$ cat src/rtl/jt5205_rom_seq.sv
// ADPCM nibble sequencer: prefetches ROM bytes over a cs/ok handshake
// and hands the JT5205 one nibble per sample strobe, high nibble first.
module jt5205_rom_seq #(
    parameter int AW = 16
) (
    input  logic          clk,
    input  logic          rst,
    input  logic          start,
    input  logic          stop,
    input  logic [AW-1:0] start_addr,
    input  logic [AW-1:0] end_addr,
    input  logic          cen_lo,
    output logic [AW-1:0] rom_addr,
    output logic          rom_cs,
    input  logic [7:0]    rom_data,
    input  logic          rom_ok,
    output logic [3:0]    din,
    output logic          busy,
    output logic          done,
    output logic          underrun
);

    localparam logic [1:0] IDLE = 2'd0;
    localparam logic [1:0] ADDR = 2'd1;
    localparam logic [1:0] WAIT = 2'd2;
    localparam logic [1:0] FULL = 2'd3;

    logic [1:0]    st_q, st_d;
    logic [AW-1:0] fp_q, fp_d;
    logic [AW-1:0] ep_q, ep_d;
    logic          lf_q, lf_d;
    logic [7:0]    hb_q, hb_d;
    logic          hv_q, hv_d;
    logic [3:0]    cb_q, cb_d;
    logic          ph_q, ph_d;
    logic          busy_q, busy_d;
    logic [3:0]    din_q, din_d;
    logic          done_q, done_d;
    logic          und_q, und_d;

    always_comb begin
        st_d   = st_q;
        fp_d   = fp_q;
        ep_d   = ep_q;
        lf_d   = lf_q;
        hb_d   = hb_q;
        hv_d   = hv_q;
        cb_d   = cb_q;
        ph_d   = ph_q;
        busy_d = busy_q;
        din_d  = din_q;
        done_d = 1'b0;
        und_d  = 1'b0;

        case (st_q)
            ADDR: st_d = WAIT;
            WAIT: begin
                if (rom_ok) begin
                    hb_d = rom_data;
                    hv_d = 1'b1;
                    lf_d = (fp_q == ep_q);
                    fp_d = fp_q + AW'(1);
                    st_d = FULL;
                end
            end
            FULL: begin
                if (!hv_q) st_d = lf_q ? IDLE : ADDR;
            end
            default: st_d = IDLE;
        endcase

        // Only the low nibble of the current byte is still needed after
        // the high nibble has been delivered.
        if (busy_q && cen_lo) begin
            if (ph_q) begin
                din_d = cb_q;
                ph_d  = 1'b0;
            end else if (hv_q) begin
                cb_d  = hb_q[3:0];
                hv_d  = 1'b0;
                din_d = hb_q[7:4];
                ph_d  = 1'b1;
            end else if (lf_q && st_q == IDLE) begin
                done_d = 1'b1;
                busy_d = 1'b0;
                din_d  = 4'd0;
            end else begin
                und_d = 1'b1;
                din_d = 4'd0;
            end
        end

        if (stop && busy_q) begin
            busy_d = 1'b0;
            st_d   = IDLE;
            hv_d   = 1'b0;
            din_d  = 4'd0;
            done_d = 1'b0;
            und_d  = 1'b0;
        end

        // A new start abandons any fetch in flight; its data is dropped.
        if (start) begin
            fp_d   = start_addr;
            ep_d   = end_addr;
            lf_d   = 1'b0;
            hv_d   = 1'b0;
            ph_d   = 1'b0;
            busy_d = 1'b1;
            din_d  = 4'd0;
            st_d   = ADDR;
            done_d = 1'b0;
            und_d  = 1'b0;
        end
    end

    always_ff @(posedge clk or posedge rst) begin
        if (rst) begin
            st_q   <= IDLE;
            fp_q   <= '0;
            ep_q   <= '0;
            lf_q   <= 1'b0;
            hb_q   <= 8'd0;
            hv_q   <= 1'b0;
            cb_q   <= 4'd0;
            ph_q   <= 1'b0;
            busy_q <= 1'b0;
            din_q  <= 4'd0;
            done_q <= 1'b0;
            und_q  <= 1'b0;
        end else begin
            st_q   <= st_d;
            fp_q   <= fp_d;
            ep_q   <= ep_d;
            lf_q   <= lf_d;
            hb_q   <= hb_d;
            hv_q   <= hv_d;
            cb_q   <= cb_d;
            ph_q   <= ph_d;
            busy_q <= busy_d;
            din_q  <= din_d;
            done_q <= done_d;
            und_q  <= und_d;
        end
    end

    assign rom_addr = fp_q;
    assign rom_cs   = (st_q == ADDR) || (st_q == WAIT);
    assign din      = din_q;
    assign busy     = busy_q;
    assign done     = done_q;
    assign underrun = und_q;

endmodule

$ cat config.mk
export PLATFORM = sky130hd
export DESIGN_NAME = jt5205_rom_seq
export DESIGN_NICKNAME = d
export VERILOG_FILES = /design/src/rtl/jt5205_rom_seq.sv
export SDC_FILE = /design/constraint.sdc
export NUM_CORES = 1
export LEC_CHECK = 0
export BUFFER_PORTS_ARGS = -buffer_cell sky130_fd_sc_hd__buf_2
export CAP_MARGIN = 0
export CORE_ASPECT_RATIO = 1.1
export CORE_MARGIN = 2
export CORE_UTILIZATION = 50
export CTS_CLUSTER_DIAMETER = 30
export CTS_CLUSTER_SIZE = 20
export DETAILED_ROUTE_END_ITERATION = 7
export PLACE_DENSITY = 0.84
export SLEW_MARGIN = 20
export SYNTH_ARGS = -nofsm -noshare
export SYNTH_HDL_FRONTEND = slang
export SYNTH_SLANG_ARGS = --single-unit
$ cat constraint.sdc
create_clock -name clk -period 2.3 [get_ports clk]
set_input_delay 0.46 -clock clk [delete_from_list [all_inputs] [get_ports clk]]
set_output_delay 0.46 -clock clk [all_outputs]
set_load 0.005 [all_outputs]
## Word level (Yosys, flattened, before mapping)

Cells that the tools add are included.

- $add $sub $neg: 1
- Equality and inequality tests: 8
- Mux-type cells: 46
- Bitwise gates (word level): 1
- Reductions and logical operators: 15

Operators with widths:

| operator | count |
|---|---|
| $mux W16 | 3 |
| $mux W1 | 33 |
| $mux W4 | 5 |
| $add A16 B1 Y16 const B | 1 |
| $eq A16 B16 Y1 | 1 |
| $mux W2 | 4 |
| $ne A4 B4 Y1 const B | 2 |
| $ne A3 B2 Y1 const B | 2 |
| $pmux W2 S3 | 1 |
| $reduce_and A2 Y1 | 3 |
| $reduce_bool A2 Y1 | 3 |
| $reduce_bool A3 Y1 | 2 |
| $eq A2 B2 Y1 const B | 2 |
| $reduce_and A4 Y1 | 1 |
| $logic_and A1 B1 Y1 | 3 |
| $reduce_and A3 Y1 | 1 |
| $eq A2 B1 Y1 const B | 1 |
| $logic_not A2 Y1 | 1 |
| $logic_or A1 B1 Y1 | 1 |
| $not A1 Y1 | 1 |

- Bits in registers: 56
- Output and inout bits: 24
- Logic and storage cells: 83

## Logic depth before layout (Yosys ltp)

- Word-level depth: 8
- Gate-level depth with buffers: 7

## Worst setup path before layout

No wires, ideal clock.

- Path kind: reg-to-reg
- Start point: reg st_q[0]
- End point: reg fp_q[13] (netlist: rom_addr[13])
- Arrival: 1501 ps
- Setup slack: 673 ps
- Stages on the path, launching flop included: 7
- Path buffers: 0
- Clock period less this slack: 1627 ps
- Path through: dfrtp_1 inv_1 ha_1 nand2_1 nor3_4 a21oi_1 a311o_1

- Cells in the longest elaborated chain, start to end: 3

RTL lines:

| what | line | RTL |
|---|---|---|
| start: declaration | 28 | `logic [1:0] st_q, st_d;` |
| start signal: assignment | 132 | `st_q <= st_d;` |
| $eq A2 B2 Y1 | 55 | `case (st_q)` |
| $reduce_bool A2 Y1 (no line) | n/a |  |
| $reduce_and A2 Y1 (no line) | n/a |  |
| end signal: assignment | 133 | `fp_q <= fp_d;` |
| end: declaration | 29 | `logic [AW-1:0] fp_q, fp_d;` |

Every way passes these cells.
A chain may end at the register's enable or synchronous reset.

## Worst setup path after layout

Same ends and word-level chain as after synthesis.

==> results by group <==
Synth
  – Ys Warns: 0
  – Yosys cell types: 38
  – Post-synthesis sequential area ratio: 50.6%
  – Synth Register Bits: 56
  – Syn avg cell area: about 10 sq um
  – Syn Std Cell Area: ~0.0028 sq mm
  – Post-Synthesis Cells: between 200 and 300
  – Synthesized Nets: 319

Timing
  – Final min period: between 1.5 and 2 ns
  – Setup WS post-layout: 0.523 ns
  – RSZ-0062 raised after global routing: no
  – Tightest Pin Transition: around 0.57 ns
  – Final Max Tran Viols: 0
  – Final hold violation count: 0
  – Fmax: roughly 0.56 GHz
  – # setup viols final: 0
  – Slew margin rel.: 61.9%
  – TNS Setup: 0 ns
  – Clock Skews: around 0.011 ns
  – Final Cycle Share: 77.3%

Setup path
  – CP Class: reg -> reg
  – CP Capture Type: register
  – Critical Path AT: about 2 ns
  – Crit-path max FO: 5
  – CP required: roughly 2.5 ns
  – Kind of start point of the critical path: register

Run
  – Max-Cap Viols: 0

Floorplanning
  – DIE HEIGHT: approximately 80 microns
  – Initial Util: roughly half
  – Die area: about 0.0062 sq mm
  – Die X: around 75 microns
  – Core area: approximately 0.0054 sq mm
  – I/O pins: 70
  – Row count: 28

Routing
  – DRC viols: 0
  – Final WL: 5.99 mm
  – Initial DRT Pass Iterations: 4
  – Via density: 5.23
  – Starting DRT DRC Count: 77
  – Via count: 2159
  – DR WL/cell: 14.5 microns
  – DRT antenna net count: 0

Clocking
  – CTS tree: yes
  – Post-CTS sizing: 0
  – Cts bufs inserted: 5
  – Clock slew at reported path FFs: 0.10 ns
  – Post-CTS setup buffer count: 0
  – Htree depth: 2
  – CTS root buf: clkbuf_8
  – CTS Buffer Depth: 2
  – Clk Latency, worst-skew pair: 0.31 ns
  – # hold bufs at CTS: 0
  – CTS Sinks: 56

GRT
  – Pin count of the biggest net entering global routing: 57
  – First-pass GRT wire length: about 10 mm
  – Global route total overflow: 0
  – Total track usage: 21.5%
  – Initial antenna violation count: 0
  – Number of global-route vias before repair: 2102

Pwr
  – Design Power: 2160 uW
  – Power per cell area: 655 mW/mm^2
  – P_leak: about 0.0015 uW
  – Maximum resistive drop on vdd: 334 uV

Final layout
  – Area grow syn2layout: 19.0%
  – Nets: 387
  – Layout cell share with drive strength beyond 1: about 34%
  – Cell area after layout: 0.00329 sq mm
  – ANT cells: 0
  – Util after Layout: between 60% and 70%
  – Fill cells: 444

Placed design
  – Placement Setup Slack: 0.534 ns
  – PortBufs: 69
  – Detailed placer's ending HPWL: 4.46 mm
  – GPL Wtd Cong: 0.794
  – DP Area: 0.00320 sq mm

Min path
  – Hold WC Path Type: in -> async

Outcome
  – Status: finished, final reports clean
==> power by group <==
part	total [uW]	internal, uW	switching, uW
logic	379	191	188
registers	1240	1120	123
clock network	540	216	323
total	2160	1520	634
==> layout make-up <==
class	count	area, sq um	share of cell area (%)
clock buffers	5	68.8	2.09
clock inverters	3	23.8	0.722
inverters	8	30.0	0.912
multi-input cells	192	1280	38.9
flip-flops and latches	56	1400	42.5
well taps	75	93.8	2.85
repair buffers	74	395	12.0
==> kinds of logic (layout without fill, tap and decap cells) <==
kind of cell    Yosys count  after routing  share of synthesized area (%)
simple gates            105            105                           19.4
flops                    56             56                           50.6
compound gates           32             32                           7.00
xor+xnor                 29             29                           9.17
mux                      22             22                           8.86
buf+inv                  21             90                           3.12
fa+ha+maj                 4              4                           1.81
==> cell usage after synthesis <==
| cell type | instances | area, sq um |
|---|---|---|
| a21o_1 | 1 | 7.51 |
| a21oi_1 | 2 | 10.0 |
| a221oi_1 | 1 | 8.76 |
| a22oi_1 | 1 | 7.51 |
| a311o_1 | 1 | 10.0 |
| a31o_2 | 2 | 17.5 |
| a31oi_1 | 1 | 6.26 |
| and2_0 | 1 | 6.26 |
| and2_1 | 2 | 12.5 |
| and4_2 | 1 | 10.0 |
| buf_1 | 1 | 3.75 |
| buf_2 | 6 | 30.0 |
| clkbuf_1 | 6 | 22.5 |
| dfrtp_1 | 56 | 1400 |
| ha_1 | 4 | 50.1 |
| inv_1 | 8 | 30.0 |
| mux2_2 | 20 | 225 |
| mux2i_1 | 2 | 20.0 |
| nand2_1 | 55 | 206 |
| nand2b_1 | 4 | 25.0 |
| nand3_1 | 6 | 30.0 |
| nand3_2 | 1 | 10.0 |
| nand3b_1 | 1 | 7.51 |
| nand4_1 | 4 | 25.0 |
| nand4_2 | 1 | 12.5 |
| nand4_4 | 1 | 21.3 |
| nor2_1 | 12 | 45.0 |
| nor2b_1 | 1 | 6.26 |
| nor3_1 | 7 | 35.0 |
| nor3_4 | 1 | 16.3 |
| nor4_1 | 3 | 18.8 |
| nor4_2 | 4 | 50.1 |
| o211ai_1 | 3 | 22.5 |
| o21ai_0 | 13 | 65.1 |
| o21ai_1 | 6 | 30.0 |
| o31a_1 | 1 | 8.76 |
| xnor2_1 | 14 | 123 |
| xor2_1 | 15 | 131 |
==> critical path, stage by stage (launching register included) <==
cell	delay [ns]
dfrtp_1	0.42
inv_1	0.10
ha_1	0.24
nand2_1	0.19
nor3_4	0.31
a21oi_1	0.10
a311o_1	0.32
==> flip-flops by register name, summed over array words and instances (netlist names) <==
register	count
busy	1
lf_q	1
rom_addr	16
cb_q	4
st_q	2
underrun	1
hb_q	8
done	1
din	4
ep_q	16
ph_q	1
hv_q	1
==> cells in the final DEF (no fill, tap or decap), types with 7 or more instances in the layout <==
| cell | count |
|---|---|
| nand2_1 | 55 |
| mux2_2 | 20 |
| buf_2 | 69 |
| nor3_1 | 7 |
| inv_1 | 7 |
| dfrtp_1 | 56 |
| xor2_1 | 15 |
| xnor2_1 | 14 |
| nor2_1 | 12 |
| o21ai_0 | 13 |
==> path summary, 6_finish.rpt <==
path	startpoint	end	slack, ns	cells after the start
setup / recovery	st_q[0]	rom_addr[13]	0.52	6
min in group clk	rom_data[4]	hb_q[4]	0.33	3
hold reg to reg	hb_q[4]	hb_q[4]	0.50	2
max in group asynchronous	rst	rom_addr[0]	1.86	3
hold / removal	rst	hb_q[4]	0.18	3
setup reg to reg	st_q[0]	rom_addr[13]	0.52	6
==> through the flow <==
stage,hold WS [ns],std cells
floorplan,0.442,269
finish,0.182,413
CTS,0.201,413
global placement,0.462,405
global route,0.200,413
detailed placement,0.475,405
==> layer usage <==
layer / global-route usage (%) / share of wire [%] / vias up
li1: - / - / 1040
met1: 28.3 / 43 / 1041
met2: 36.3 / 51 / 74
met3: 4.66 / 6.3 / 4
met4: 4.46 / 0.42 / 0
met5: 0 / 0 / -
Power figures use the tool's default switching activity.
